===== config.mk =====
export PLATFORM = sky130hd
export DESIGN_NAME = sram_rw_ctrl_flat
export DESIGN_NICKNAME = d
export VERILOG_FILES = /design/src/rtl/sram_rw_ctrl_if.sv /design/src/rtl/sram_rw_ctrl.sv /design/src/flat_wrapper.sv
export SDC_FILE = /design/constraint.sdc
export NUM_CORES = 1
export LEC_CHECK = 0
export ABC_AREA = 1
export CORE_MARGIN = 2
export CORE_UTILIZATION = 44
export DETAILED_ROUTE_END_ITERATION = 6
export PLACE_DENSITY_LB_ADDON = 0.08
export SLEW_MARGIN = 25
export SYNTH_ARGS = -nofsm -noshare
export SYNTH_HDL_FRONTEND = slang
export SYNTH_SLANG_ARGS = --single-unit

===== constraint.sdc =====
create_clock -name clk -period 1.4 [get_ports clk]
set_input_delay 0.28 -clock clk [delete_from_list [all_inputs] [get_ports clk]]
set_output_delay 0.28 -clock clk [all_outputs]
set_load 0.05 [all_outputs]

===== src/rtl/sram_rw_ctrl_if.sv =====
// Request/response and wordline bundle shared by the requester, sram_rw_ctrl and the SRAM macro.
// The controller takes the slave view; the requester/testbench takes the master view.
interface sram_rw_ctrl_if #(
  parameter int ROWS  = 4,
  parameter int WIDTH = 1,
  parameter int AW    = (ROWS > 1) ? $clog2(ROWS) : 1
);
  logic             req_valid;
  logic             req_ready;
  logic             req_we;
  logic [AW-1:0]    req_addr;
  logic [WIDTH-1:0] req_wdata;
  logic [WIDTH-1:0] data_drv;
  logic [ROWS-1:0]  row_wr;
  logic [ROWS-1:0]  row_rd;
  logic [WIDTH-1:0] sa_out;
  logic             rsp_valid;
  logic [WIDTH-1:0] rsp_rdata;
  logic             rsp_err;

  modport slave (
    input  req_valid, req_we, req_addr, req_wdata, sa_out,
    output req_ready, data_drv, row_wr, row_rd, rsp_valid, rsp_rdata, rsp_err
  );

  modport master (
    output req_valid, req_we, req_addr, req_wdata, sa_out,
    input  req_ready, data_drv, row_wr, row_rd, rsp_valid, rsp_rdata, rsp_err
  );
endinterface


===== src/rtl/sram_rw_ctrl.sv =====
// Read/write sequencer for the SRAM macro: accepts one word request at a time and emits
// fixed-length registered one-hot row_wr/row_rd pulses followed by an all-low recovery gap.
module sram_rw_ctrl #(
  parameter int ROWS  = 4,
  parameter int WIDTH = 1,
  parameter int AW    = (ROWS > 1) ? $clog2(ROWS) : 1,
  parameter int T_WR  = 10,
  parameter int T_RD  = 10,
  parameter int T_GAP = 10
) (
  input logic           clk,
  input logic           rst_n,
  sram_rw_ctrl_if.slave bus
);

  localparam int TPULSE = (T_WR > T_RD) ? T_WR : T_RD;
  localparam int TMAX   = (TPULSE > T_GAP) ? TPULSE : T_GAP;
  localparam int CW     = $clog2(TMAX + 1);

  if (T_WR < 1 || T_RD < 1 || T_GAP < 1 || ROWS < 2 || AW < 1) begin : g_param_err
    $error("sram_rw_ctrl: illegal parameters (T_WR/T_RD/T_GAP must be >= 1, ROWS >= 2)");
  end

  typedef enum logic [1:0] {
    IDLE,
    WR_PULSE,
    RD_PULSE,
    GAP
  } state_e;

  state_e           state_q, state_d;
  logic [CW-1:0]    cnt_q, cnt_d;
  logic [AW-1:0]    addr_q, addr_d;
  logic             oor_q, oor_d;
  logic [WIDTH-1:0] data_drv_q, data_drv_d;
  logic [ROWS-1:0]  row_wr_q, row_wr_d;
  logic [ROWS-1:0]  row_rd_q, row_rd_d;
  logic             rsp_valid_q, rsp_valid_d;
  logic [WIDTH-1:0] rsp_rdata_q, rsp_rdata_d;
  logic             rsp_err_q, rsp_err_d;

  logic accept;
  logic pulse_done;

  assign accept     = bus.req_valid && (state_q == IDLE);
  assign pulse_done = ((state_q == WR_PULSE) || (state_q == RD_PULSE)) && (cnt_q == '0);

  // The counter is reloaded on every state entry, so each phase simply runs down to zero.
  always_comb begin
    state_d = state_q;
    cnt_d   = cnt_q;
    addr_d  = addr_q;
    oor_d   = oor_q;
    unique case (state_q)
      IDLE: begin
        if (bus.req_valid) begin
          state_d = bus.req_we ? WR_PULSE : RD_PULSE;
          cnt_d   = bus.req_we ? CW'(T_WR - 1) : CW'(T_RD - 1);
          addr_d  = bus.req_addr;
          oor_d   = (int'(bus.req_addr) >= ROWS);
        end
      end
      WR_PULSE, RD_PULSE: begin
        if (cnt_q == '0) begin
          state_d = GAP;
          cnt_d   = CW'(T_GAP - 1);
        end else begin
          cnt_d = cnt_q - CW'(1);
        end
      end
      GAP: begin
        if (cnt_q == '0) begin
          state_d = IDLE;
        end else begin
          cnt_d = cnt_q - CW'(1);
        end
      end
      default: state_d = IDLE;
    endcase
  end

  // Rows are decoded from the next state so the flops drive them directly, glitch-free.
  always_comb begin
    row_wr_d = '0;
    row_rd_d = '0;
    for (int i = 0; i < ROWS; i++) begin
      if (int'(addr_d) == i) begin
        row_wr_d[i] = (state_d == WR_PULSE);
        row_rd_d[i] = (state_d == RD_PULSE);
      end
    end
    data_drv_d  = (accept && bus.req_we) ? bus.req_wdata : data_drv_q;
    rsp_valid_d = pulse_done;
    rsp_err_d   = pulse_done && oor_q;
    rsp_rdata_d = (pulse_done && (state_q == RD_PULSE) && !oor_q) ? bus.sa_out : rsp_rdata_q;
  end

  always_ff @(posedge clk or negedge rst_n) begin
    if (!rst_n) begin
      state_q     <= IDLE;
      cnt_q       <= '0;
      addr_q      <= '0;
      oor_q       <= 1'b0;
      data_drv_q  <= '0;
      row_wr_q    <= '0;
      row_rd_q    <= '0;
      rsp_valid_q <= 1'b0;
      rsp_rdata_q <= '0;
      rsp_err_q   <= 1'b0;
    end else begin
      state_q     <= state_d;
      cnt_q       <= cnt_d;
      addr_q      <= addr_d;
      oor_q       <= oor_d;
      data_drv_q  <= data_drv_d;
      row_wr_q    <= row_wr_d;
      row_rd_q    <= row_rd_d;
      rsp_valid_q <= rsp_valid_d;
      rsp_rdata_q <= rsp_rdata_d;
      rsp_err_q   <= rsp_err_d;
    end
  end

  assign bus.req_ready = (state_q == IDLE);
  assign bus.data_drv  = data_drv_q;
  assign bus.row_wr    = row_wr_q;
  assign bus.row_rd    = row_rd_q;
  assign bus.rsp_valid = rsp_valid_q;
  assign bus.rsp_rdata = rsp_rdata_q;
  assign bus.rsp_err   = rsp_err_q;

  a_rows_onehot0: assert property (@(posedge clk) disable iff (!rst_n)
    $onehot0(row_wr_q | row_rd_q));
  a_rsp_strobe: assert property (@(posedge clk) disable iff (!rst_n)
    rsp_valid_q |=> !rsp_valid_q);
  a_ready_idle: assert property (@(posedge clk) disable iff (!rst_n)
    bus.req_ready == (state_q == IDLE));
  a_err_qualified: assert property (@(posedge clk) disable iff (!rst_n)
    rsp_err_q |-> rsp_valid_q);

endmodule


===== src/flat_wrapper.sv =====
// flat-port wrapper written by rule: the top's interface ports become plain ports
module sram_rw_ctrl_flat 
#(
  parameter int ROWS  = 4,
  parameter int WIDTH = 1,
  parameter int AW    = (ROWS > 1) ? $clog2(ROWS) : 1,
  parameter int T_WR  = 10,
  parameter int T_RD  = 10,
  parameter int T_GAP = 10
)
  (clk, rst_n, bus_req_valid, bus_req_we, bus_req_addr, bus_req_wdata, bus_sa_out, bus_req_ready, bus_data_drv, bus_row_wr, bus_row_rd, bus_rsp_valid, bus_rsp_rdata, bus_rsp_err);
  sram_rw_ctrl_if #(.ROWS(ROWS), .WIDTH(WIDTH), .AW(AW)) bus_i ();
  input logic clk;
  input logic rst_n;
  input wire logic [$bits(bus_i.req_valid)-1:0] bus_req_valid;
  input wire logic [$bits(bus_i.req_we)-1:0] bus_req_we;
  input wire logic [$bits(bus_i.req_addr)-1:0] bus_req_addr;
  input wire logic [$bits(bus_i.req_wdata)-1:0] bus_req_wdata;
  input wire logic [$bits(bus_i.sa_out)-1:0] bus_sa_out;
  output wire logic [$bits(bus_i.req_ready)-1:0] bus_req_ready;
  output wire logic [$bits(bus_i.data_drv)-1:0] bus_data_drv;
  output wire logic [$bits(bus_i.row_wr)-1:0] bus_row_wr;
  output wire logic [$bits(bus_i.row_rd)-1:0] bus_row_rd;
  output wire logic [$bits(bus_i.rsp_valid)-1:0] bus_rsp_valid;
  output wire logic [$bits(bus_i.rsp_rdata)-1:0] bus_rsp_rdata;
  output wire logic [$bits(bus_i.rsp_err)-1:0] bus_rsp_err;
  assign bus_i.req_valid = bus_req_valid;
  assign bus_i.req_we = bus_req_we;
  assign bus_i.req_addr = bus_req_addr;
  assign bus_i.req_wdata = bus_req_wdata;
  assign bus_i.sa_out = bus_sa_out;
  assign bus_req_ready = bus_i.req_ready;
  assign bus_data_drv = bus_i.data_drv;
  assign bus_row_wr = bus_i.row_wr;
  assign bus_row_rd = bus_i.row_rd;
  assign bus_rsp_valid = bus_i.rsp_valid;
  assign bus_rsp_rdata = bus_i.rsp_rdata;
  assign bus_rsp_err = bus_i.rsp_err;
  sram_rw_ctrl #(.ROWS(ROWS), .WIDTH(WIDTH), .AW(AW), .T_WR(T_WR), .T_RD(T_RD), .T_GAP(T_GAP)) u_core (.clk(clk), .rst_n(rst_n), .bus(bus_i));
endmodule

==> metrics.log <==
[metrics] result of the run: finished, violations left
[metrics] violated checks: negative setup slack
[metrics] Tightest Hold Check Type: primary input to asynchronous set/reset pin
[metrics] Final setup violation count: 12
[metrics] quantity of hold-fixing buffers added after cts: 0
[metrics] clock tree from TritonCTS: built
[metrics] Syn. warnings: 0
[metrics] Detailed Route WL: 2.066 mm
[metrics] CTS Root Buffer Type: clkbuf_4
[metrics] cells along the critical path: inv_2 > ha_4 > or2_4 > nand2_4 > nor2_2 > nor2_2 > nand2_2 > nor2_1
[metrics] mean routed wirelength per cell: 11.81 µm
[metrics] ys flop type: dfrtp_1
[metrics] worst setup skew after layout: 0.004452 ns
[metrics] Die Wd: 50.37 µm
[metrics] number of max-capacitance violations reported: 0
[metrics] maximum fanout along the worst path: 4
[metrics] maximum number of pins on one net before global-route repair: 20
[metrics] number of cells produced by synthesis: 109
[metrics] global placer's final weighted congestion: 0.8850
[metrics] global-route wire length before repair: 3.401 mm
[metrics] most frequent CP cell: nor2_2
[metrics] CTS HTree Levels: 1
[metrics] post-route antenna net violation count: 0
[metrics] Power Density: 2416 nW/µm²
[metrics] largest cells by area after synthesis: dfrtp_1, nand2_1, ha_1
[metrics] cell area after technology mapping: 945.9 µm²
[metrics] Pre-antenna DRT Iters: 4
[metrics] number of I/O port buffers: 19
[metrics] via count of the first global-routing pass: 812
[metrics] Area growth syn-to-layout: 59.52%
[metrics] highest ir drop seen on vdd: 1705 µV
[metrics] height of the die: 50.37 µm
[metrics] area of placed instances: 1400 µm²
[metrics] capture instance of the worst register-to-register path: u_core.bus.row_rd[3]$_DFF_PN0_
[metrics] number of max-slew violations in the final report: 0
[metrics] relative contribution of sequential cells to total power: 24.5%
[metrics] final critical-path required period: 1.513 ns
[metrics] critical path class: register to register
[metrics] reported net switching power: 1.638 mW
[metrics] smallest setup slack after layout: -0.1125 ns
[metrics] Hold Slack: 0.3021 ns
[metrics] fraction of layout instances using a drive strength above 1: 42.57%
[metrics] area occupied by multi-input gates: 470.5 µm²
[metrics] most common cell in the netlist: nand2_1
[metrics] GR Util All Layers: 18.70%
[metrics] area occupied by registers: 475.5 µm²
[metrics] startpoint of the most critical setup path: u_core.state_q[1]$_DFF_PN0_
[metrics] most instantiated cells after synthesis: nand2_1, dfrtp_1, nor2_1
[metrics] switching share of total power: 44.92%
[metrics] share of the synthesized area in the top cell type: 50.26%
[metrics] Filler cells: 162
[metrics] placed instance count: 168
[metrics] type of destination of the critical path: register
[metrics] Clock Pin Slew Worst Setup and Hold Paths: 0.10 ns
[metrics] delay of the slowest critical-path stage: 0.43 ns
[metrics] die footprint: 2537 µm²
[metrics] Synth area leader: dfrtp_1
[metrics] fraction of registers with async set or reset after synthesis: 100.0%
[metrics] fraction of the cycle the final worst path needs: 108.0%
[metrics] Top Ports: 21
[metrics] number of nets in the layout: 163
[metrics] Post-DP HPWL: 1.610 mm
[metrics] number of sinks handled by clock tree synthesis: 19
[metrics] share of synthesized area occupied by flip-flops and latches: 50.26%
[metrics] internal power summed over all cells: 2.009 mW
[metrics] DR vias: 841
[metrics] non-filler cells, final: 175
[metrics] Synth Area per Inst: 8.678 µm²
[metrics] required time worst endpoint: 1.64 ns
[metrics] RSZ-0062 raised after global routing: yes
[metrics] number of flops mapped to enable cells by yosys: 0
[metrics] DRC marker count from the first detailed-route iteration: 3
[metrics] post-route cell area: 1509 µm²
[metrics] Net Count, Synth: 123
[metrics] total congestion overflow: 0
[metrics] Slowest-stage cell, CP: dfrtp_1
[metrics] initial cell density of the core: 47.25%
[metrics] total core area: 2002 µm²
[metrics] number of core rows: 16
[metrics] Setup crit start kind: register
[metrics] Antenna diodes: 0
[metrics] TritonCTS Buffers: 3
[metrics] Final Hold Violating Endpoints: 0
[metrics] clock latency on the worst-skew pair: 0.30 ns
[metrics] Worst Setup Slack post-DPL: -0.2001 ns
[metrics] maximum number of buffers from clock root to sink: 2
[metrics] antenna violations before repair: 0
[metrics] Leakage Power: 0.7517 nW
[metrics] fmax: 661.2 MHz
[metrics] minimum setup slack among reg-to-reg paths: -0.11 ns
[metrics] Unique masters post-synth: 19
[metrics] depth of the worst register-to-register path: 8
[metrics] Clk network pwr share: 7.4%
[metrics] post-synthesis sequential element count: 19
[metrics] DR vias/cell: 4.806
[metrics] crit path DAT: 1.75 ns
[metrics] combinational share of power: 68.1%
[metrics] Reg2Reg Launch Point: u_core.state_q[1]$_DFF_PN0_
[metrics] post-detailed-route DRC marker count: 0
cell usage in the layout (no fill, tap or decap), types with 2 or more instances in the layout:
| cell | count |
|---|---|
| buf_12 | 12 |
| buf_4 | 16 |
| clkbuf_4 | 3 |
| clkdlybuf4s50_1 | 7 |
| dfrtp_1 | 19 |
| ha_1 | 4 |
| inv_1 | 10 |
| inv_2 | 6 |
| nand2_1 | 19 |
| nand2_2 | 5 |
| nand2_4 | 2 |
| nand3_1 | 5 |
| nor2_1 | 10 |
| nor2_2 | 6 |
| o21ai_0 | 5 |
| o21ai_2 | 2 |
| o21bai_2 | 2 |
| or2_1 | 2 |
layer usage:
metal | GRT usage, % | up-vias | share of wire [%]
met4 | 7.658 | 0 | 2.6
met2 | 32.89 | 19 | 54
met1 | 20.16 | 394 | 39
met5 | 0 | - | 0
li1 | - | 421 | -
met3 | 6.845 | 7 | 4.8
worst max-delay path, delay by kind of cell, from the launching register on:
family	cells	cell delay (ns)
AND/OR/NAND/NOR	6	0.71
flip-flops	1	0.43
adder cells (fa/ha/maj)	1	0.20
buffers and inverters	1	0.09
cell families (layout without fill, tap and decap cells):
family | after synthesis | in the layout | share of synthesized area [%]
AOI/OAI and AO/OA | 13 | 13 | 8.729
and+or+nand+nor | 52 | 52 | 24.34
muxes | 1 | 1 | 1.190
DFF | 19 | 19 | 50.26
buffers and inverters | 17 | 56 | 7.143
adders and majority gates | 6 | 6 | 7.936
other | 1 | 1 | 0.3964
sequential cells by signal, indices dropped and copies added (netlist names):
register,flops
u_core.bus.row_rd,4
u_core.bus.row_wr,4
u_core.cnt_q,4
u_core.addr_q,2
u_core.state_q,2
u_core.bus.data_drv,1
u_core.bus.rsp_rdata,1
u_core.bus.rsp_valid,1
repair_timing:
action	4_1_cts	5_1_grt
setup endpoints to repair	13	17
buffers inserted	2	1
pin swaps	3	6
resized for setup	5	13
layout make-up:
class                           count  area share [%]
Multi-Input combinational cell     73           31.18
Clock buffer                        3           1.493
Timing Repair Buffer               36           29.27
Sequential cell                    19           31.51
Tap cell                           27           2.239
Clock inverter                      1          0.3317
Inverter                           16           3.980
power by group through the flow:
stage	Combinational [mW]	Sequential [mW]	Clock (mW)
floorplan	0.997	1.16	0
global placement	2.18	0.897	0
detailed placement	2.24	0.905	0
CTS	2.36	0.895	0.282
global route	2.70	0.911	0.306
finish	2.48	0.894	0.269
worst max-delay path by stage:
stage,endpoint,slack [ns],cells after the start
finish,u_core.bus.row_rd[3]$_DFF_PN0_,-0.11,8
floorplan,u_core.bus.row_rd[0]$_DFF_PN0_,0.02,8
detailed placement,u_core.bus.row_wr[3]$_DFF_PN0_,-0.20,8
global placement,u_core.bus.row_wr[3]$_DFF_PN0_,-0.16,8
CTS,u_core.bus.row_rd[2]$_DFF_PN0_,-0.11,8
global route,u_core.bus.row_rd[0]$_DFF_PN0_,-0.19,8
per-stage QoR:
step	power [mW]	TNS [ns]	utilization [%]
after floorplan	2.157	0	-
after global placement	3.081	-1.296	69.94
after detailed placement	3.141	-1.901	69.94
after CTS	3.539	-0.9270	72.88
after global routing	3.920	-2.029	75.38
final	3.646	-1.054	75.38
Note: power is estimated with default switching activity, not from simulation.
